File: config.mk
export PLATFORM = sky130hd
export DESIGN_NAME = io_controller
export DESIGN_NICKNAME = d
export VERILOG_FILES = /design/src/rtl/io_controller.sv
export SDC_FILE = /design/constraint.sdc
export NUM_CORES = 1
export LEC_CHECK = 0
export ABC_AREA = 1
export CAP_MARGIN = 20
export CORE_ASPECT_RATIO = 0.75
export CORE_UTILIZATION = 40
export DETAILED_ROUTE_END_ITERATION = 6
export GPL_TIMING_DRIVEN = 0
export PLACE_DENSITY_LB_ADDON = 0.12
export SYNTH_ARGS = -nofsm -noshare
export SYNTH_HDL_FRONTEND = slang
export SYNTH_SLANG_ARGS = --single-unit
File: constraint.sdc
create_clock -name clk -period 5.74 [get_ports clk]
set_input_delay 0.861 -clock clk [delete_from_list [all_inputs] [get_ports clk]]
set_output_delay 0.861 -clock clk [all_outputs]
set_load 0.01 [all_outputs]
File: src/rtl/io_controller.sv
// rtl/io_controller.sv - memory-mapped switch, debounced button and 7-segment display peripheral
module io_controller #(
  parameter logic [31:0] IO_BASE         = 32'hFFFF_FF00,
  parameter int          NDIGITS         = 8,
  parameter int          NSW             = 16,
  parameter int          NBTN            = 2,
  parameter int          DEBOUNCE_CYCLES = 1_000_000,
  parameter int          REFRESH_CYCLES  = 100_000
) (
  input  logic               clk,
  input  logic               reset,
  input  logic               memwrite,
  input  logic [31:0]        adr,
  input  logic [31:0]        writedata,
  output logic [31:0]        readdata,
  output logic               sel,
  input  logic [NSW-1:0]     SW,
  input  logic [NBTN-1:0]    BTN,
  output logic [NDIGITS-1:0] AN,
  output logic [6:0]         A2G,
  output logic               DP
);

  localparam int DW = 4 * NDIGITS;
  localparam int CW = $clog2(DEBOUNCE_CYCLES + 1);
  localparam int RW = (REFRESH_CYCLES > 1) ? $clog2(REFRESH_CYCLES) : 1;
  localparam int IW = (NDIGITS > 1) ? $clog2(NDIGITS) : 1;

  logic [NSW-1:0]     sw_s1, sw_s2;
  logic [NBTN-1:0]    btn_s1, btn_s2;
  logic [NBTN-1:0]    level, flags, accept, rise, clr;
  logic [CW-1:0]      dcnt [NBTN];
  logic [DW-1:0]      display;
  logic [NDIGITS-1:0] en_mask, dp_mask;
  logic [RW-1:0]      rcnt;
  logic [IW-1:0]      idx;
  logic               wr, wr_status, wr_display, wr_ctrl;
  logic [31:0]        rd;

  function automatic logic [6:0] hex7(input logic [3:0] v);
    case (v)
      4'h0: hex7 = 7'b0000001;
      4'h1: hex7 = 7'b1001111;
      4'h2: hex7 = 7'b0010010;
      4'h3: hex7 = 7'b0000110;
      4'h4: hex7 = 7'b1001100;
      4'h5: hex7 = 7'b0100100;
      4'h6: hex7 = 7'b0100000;
      4'h7: hex7 = 7'b0001111;
      4'h8: hex7 = 7'b0000000;
      4'h9: hex7 = 7'b0000100;
      4'hA: hex7 = 7'b0001000;
      4'hB: hex7 = 7'b1100000;
      4'hC: hex7 = 7'b0110001;
      4'hD: hex7 = 7'b1000010;
      4'hE: hex7 = 7'b0110000;
      default: hex7 = 7'b0111000;
    endcase
  endfunction

  assign sel        = (adr[31:8] == IO_BASE[31:8]);
  assign wr         = memwrite && sel && (adr[1:0] == 2'b00);
  assign wr_status  = wr && (adr[7:0] == 8'h00);
  assign wr_display = wr && (adr[7:0] == 8'h08);
  assign wr_ctrl    = wr && (adr[7:0] == 8'h0C);
  assign clr        = wr_status ? writedata[NBTN-1:0] : '0;

  // Two-flop synchronisers for the asynchronous switch and button inputs
  always_ff @(posedge clk or posedge reset) begin
    if (reset) begin
      sw_s1  <= '0;
      sw_s2  <= '0;
      btn_s1 <= '0;
      btn_s2 <= '0;
    end else begin
      sw_s1  <= SW;
      sw_s2  <= sw_s1;
      btn_s1 <= BTN;
      btn_s2 <= btn_s1;
    end
  end

  // A button level is accepted on the cycle its counter would reach DEBOUNCE_CYCLES
  always_comb begin
    accept = '0;
    for (int i = 0; i < NBTN; i++) begin
      accept[i] = (btn_s2[i] != level[i]) && (dcnt[i] == CW'(DEBOUNCE_CYCLES - 1));
    end
    rise = accept & btn_s2;
  end

  // Debounce counters, accepted levels and sticky event flags (set beats clear)
  always_ff @(posedge clk or posedge reset) begin
    if (reset) begin
      level <= '0;
      flags <= '0;
      for (int i = 0; i < NBTN; i++) dcnt[i] <= '0;
    end else begin
      level <= (level & ~accept) | (btn_s2 & accept);
      flags <= (flags & ~clr) | rise;
      for (int i = 0; i < NBTN; i++) begin
        if (btn_s2[i] == level[i] || accept[i]) dcnt[i] <= '0;
        else                                    dcnt[i] <= dcnt[i] + 1'b1;
      end
    end
  end

  // Display digit values and enable / decimal-point masks
  always_ff @(posedge clk or posedge reset) begin
    if (reset) begin
      display <= '0;
      en_mask <= '1;
      dp_mask <= '0;
    end else begin
      if (wr_display) display <= writedata[DW-1:0];
      if (wr_ctrl) begin
        en_mask <= writedata[NDIGITS-1:0];
        dp_mask <= writedata[8+NDIGITS-1:8];
      end
    end
  end

  // Refresh counter; each wrap advances the active digit
  always_ff @(posedge clk or posedge reset) begin
    if (reset) begin
      rcnt <= '0;
      idx  <= '0;
    end else if (rcnt == RW'(REFRESH_CYCLES - 1)) begin
      rcnt <= '0;
      idx  <= (idx == IW'(NDIGITS - 1)) ? '0 : idx + 1'b1;
    end else begin
      rcnt <= rcnt + 1'b1;
    end
  end

  // Drive the active digit, or blank everything when that digit is disabled
  always_comb begin
    AN  = '1;
    A2G = 7'b1111111;
    DP  = 1'b1;
    if (en_mask[idx]) begin
      AN[idx] = 1'b0;
      A2G     = hex7(display[idx*4 +: 4]);
      DP      = ~dp_mask[idx];
    end
  end

  // Zero-wait-state read mux; unmapped offsets and foreign addresses read 0
  always_comb begin
    rd = '0;
    if (sel) begin
      case (adr[7:0])
        8'h00: begin
          rd[NBTN-1:0]       = flags;
          rd[16+NBTN-1:16]   = level;
        end
        8'h04: rd[NSW-1:0]   = sw_s2;
        8'h08: rd[DW-1:0]    = display;
        8'h0C: begin
          rd[NDIGITS-1:0]    = en_mask;
          rd[8+NDIGITS-1:8]  = dp_mask;
        end
        default: rd = '0;
      endcase
    end
  end

  assign readdata = rd;

endmodule

-- Word level (Yosys, flattened, before mapping)
Memories as Yosys holds them, arrays and structs flattened.
Cells that the tools add are included.
- output and inout port bits: 49
- logic and storage cells: 73
- input bits: 85
- memories kept: 1
- memory bits (read-only): 112
- bits in registers: 148
- memories (name ; words ; bits a word ; rd ports ; clocked after Yosys merged registers in ; wr ports ; line ; RTL):
    (name not given) ; 16 ; 7 ; 1 ; 0 ; 0 ; 41 ; case (v)
- bitwise logic cells: 9
- equal/unequal tests: 12
- $add $sub $neg: 4
- multiplexer cells: 19
- magnitude comparators: 2
- reduce and logical (&&, ||, !) cells: 12
- shift-type cells: 1
- operators by type and width (operator ; number):
    one-hot mux 14 bit (3 select lines) ; 1
    adder 20 x 1 -> 20 bit (second input constant) ; 2
    == test 20 bit (second input constant) ; 2
    2-to-1 mux 20 bit ; 2
    2-to-1 mux 32 bit ; 1
    variable part select 32 x 6 -> 4 bit ; 1
    == test 24 bit (second input constant) ; 1
    adder 17 x 1 -> 17 bit (second input constant) ; 1
    == test 17 bit (second input constant) ; 1
    2-to-1 mux 17 bit ; 1
    == test 8 x 4 -> 1 bit (second input constant) ; 2
    2-to-1 mux 14 bit ; 1
    == test 8 x 3 -> 1 bit (second input constant) ; 1
    logical AND 1 bit ; 8
    logical NOT 8 bit ; 1
    2-to-1 mux 8 bit ; 1
    inverter 8 bit ; 1
    one-hot mux 2 bit (4 select lines) ; 1
    2-to-1 mux 7 bit ; 1
    AND 2 bit ; 3
    binary-select mux 1 bit (select 3 bit) ; 2
    less-than comparator 3 x 4 -> 1 bit (second input constant) ; 1
    2-to-1 mux 1 bit ; 4
    inverter 2 bit ; 2
    13 further kinds ; 17

-- Depth between registers and ports, before layout
- depth in word-level cells: 8
- depth in mapped cells: 14
- gate-level depth less buffers: 13

-- Least setup slack after synthesis
Ideal clock, no wire load.
- kind: input port to output port
- from: in adr[25]
- to: out readdata[10]
- stages on the path: 9
- path slack: 2.873 ns
- required time: 4.879 ns
- arrival: 2.006 ns
- path buffers: 1
- path through: nand2_1 > nor2_1 > nand2_1 > nor2_2 > nand2_4 > inv_1 > nand2_1 > buf_2 > a31oi_1
- word-level cells in the longest chain between the ends: 2
- RTL lines (item ; line ; RTL):
    start: declaration ; 13 ; input logic [31:0] adr,
    == test 24 bit ; 61 ; assign sel = (adr[31:8] == IO_BASE[31:8]);
    via sel ; 16 ; output logic sel,
    2-to-1 mux 32 bit ; 151 ; if (sel) begin
    end: declaration ; 15 ; output logic [31:0] readdata,
The timed path passes the listed nets, and every way through them passes these cells.

-- Worst setup path after layout
- from: in adr[5]
- to: out readdata[12]
- word-level cells in the longest chain between the ends: 3
- elaborated cells between the ends (all ways): 5
- classes of those cells: 3 x eq/ne; 2 x mux
- RTL lines (item ; line ; RTL):
    == test 8 x 4 -> 1 bit / == test 8 x 3 -> 1 bit (equally long branches) ; 152 ; case (adr[7:0])
    one-hot mux 14 bit (3 select lines) (*) ; 152 ;
    2-to-1 mux 32 bit (*) ; 151 ;
Every way passes the cells marked *; elsewhere a longest branch is shown, timed or not.

==> flow_summary.ini <==
[die]
ios = 134
rows = 43
coreArea_sq_um = 18800
die_y_microns = 123
die_w_microns = 163
initial_core_util_pct = 41.5
dieArea_sq_um = 20100

[placed_design]
post-dp-hpwl_microns = 15800
dp.cells = 1405
place_area_sq_um = 9470
globalplace.congestion = 0.896
portBuffers = 133
dpl_worst_slack_ps = 1490

[clock_network]
cts_tree = done
cts_htree_levels = 4
cts_buffers = 17
hold_buffers = 0
cts_buffer_depth = 2
clock_sinks = 148
cts.clk_slew.worst_paths_ps = 60
cts_root_buffer = clkbuf_16
cts_setup_buffers = 0
clk_latency_ps = 430
cts_resized = 0

[route]
dr.pass1.iters = 5
wire_per_inst_microns = 14.6
drc_errors = 0
vias = 7095
drtIter0Drc = 573
finalWirelength_microns = 21000
ant_nets = 0
vias_per_cell = 4.94

[logic_synthesis]
ys_top_cells_by_area = dfrtp_1, nand2_1, nor2_1
netlist_instances = 1024
syn_area_sq_um = 7800
post_synth_xor_area_fraction_pct = 3.03
yosys.area_share.adder_pct = 1.77
yosysWarnings = 0
synth_compound_area_share_pct = 5.47
synthMuxAreaShare_pct = 0
synth_top_family_by_area = simple AND/OR/NAND/NOR gates
netlist.area_leader.share_pct = 44.9
ys_seq_elements = 148
synth_cell_types = 38
syn_area_per_cell_sq_um = 7.61
yosys.area_share.simple_pct = 34.6
syn_nets = 1120
yosys.area.top_type = dfrtp_1
seq_area_frac_synth_pct = 47.6

[global_routing]
grtUsageTotal_pct = 22.2
antenna_found_initial = 0
grt_overflow = 0
grt_pass1_vias = 6540
grt_max_degree = 99
grt_pass1_wl_microns = 34000

[cells_and_area]
finalNonFillerCells = 1436
final_common_cell = nand2_1
fin_area_sq_um = 10100
fillers = 1801
fin_util_pct = 53.6
final_cell_mix = nand2_1, dfrtp_1, clkdlybuf4s50_1
fin_nets = 1273
syn2layout_area_growth_pct = 29.1
drive_gt1_share_pct = 7.23
n_antenna_cell = 0

[timing]
whs_ps = 346
setup_ws_ps = 1470
fin_tns_setup_ps = 0
period_needed_ps = 4270
slew_viol_final = 0
hold_viol = 0
clock.fmax_ghz = 0.234
slew_headroom_pct = 58.3
worst_pin_slew_ps = 625
timing.final.crit_share_pct = 74.3
final.setup_skew_ps = 9.85
rsz0062_at_grt = no
finalSetupViolCount = 0

[worst_setup_path]
cp_max_fo = 10
cp-start-kind = input pin
endpoint_kind = output port
cp_data_arrival_time_ps = 3410
critical_path.startpoint = adr[5]
crit_required_ps = 4880
r2r_slack_ps = 3770
criticalPathCategory = in2out
r2r-start = dcnt[20]

[power_and_ir_drop]
totalPowerFinal_mw = 2.31
irDropWorstVdd_v = 0.000191
power_density_nw_per_um2 = 230
leakage_nw = 4.45

[hold_path]
hold_class = reg2reg
min-delay-start = btn_s1[0]

[status]
outcome = completed

[flow_run]
drv_cap = 0
-- cells by family after synthesis --
family | count (synthesis)
AND/OR/NAND/NOR | 622
flip-flops | 148
buffers and inverters | 138
AO/OA/AOI/OAI | 78
XOR/XNOR | 27
adder cells (fa/ha/maj) | 11
-- registers in the layout, indices dropped and copies added, names as in the netlist, 3 cells and up, named ones only --
register and count:
dcnt 40, display 32, rcnt 17, sw_s1 16, sw_s2 16, dp_mask 8
en_mask 8, idx 3
-- synth_stat cells (all sizes together) --
cell and instances:
nand3 88, nor3 33, dfstp 8, or2 3, and3 2, ha 11
nor2 125, dfrtp 140, clkinv 1, a21o 1, nand4 28, a21oi 10
clkbuf 8, nor4 6, nand2 327, a31oi 15, inv 102, nand3b 2
o21ai 52, xor2 22, xnor2 5, nor3b 8, buf 27
-- path summary, 6_finish.rpt --
check                                     to  depth (start not counted)
worst min-delay path               btn_s2[0]                          0
worst min register to register     btn_s2[0]                          0
worst max-delay path            readdata[12]                          8
worst max register to register      dcnt[37]                          7
max in group asynchronous         en_mask[2]                          3
min in group asynchronous          sw_s1[11]                          2
-- cell type report --
class / count / area, sq um / share of cell area, %
repair buffers: 134 / 1360 / 13.5
clock buffers: 19 / 443 / 4.40
well taps: 247 / 309 / 3.07
flip-flops and latches: 148 / 3710 / 36.9
clock inverters: 12 / 154 / 1.53
multi-input cells: 738 / 3500 / 34.7
inverters: 103 / 392 / 3.89
plain buffers: 35 / 200 / 1.99
-- per-layer routing --
metal	vias up	GRT usage (%)	wire, microns
li1	3583	-	-
met1	3270	34.0	10900
met2	230	31.1	8420
met3	12	4.76	1530
met4	0	6.19	181
met5	-	0	0
-- where the power goes --
| group | switching [mW] | total [mW] | internal (mW) |
|---|---|---|---|
| clock network | 0.442 | 1.13 | 0.693 |
| registers | 0.00809 | 1.07 | 1.06 |
| logic | 0.0497 | 0.110 | 0.0600 |
| total | 0.500 | 2.31 | 1.81 |
-- worst max-delay path, cell delays in order --
cell and delay [ps]:
clkdlybuf4s50_1 390, nor2_1 110, nand2_1 160, nor2_2 380, clkbuf_1 540, nand2_1 120, a31oi_1 260, clkdlybuf4s50_1 580
Note: power is estimated with default switching activity, not from simulation.
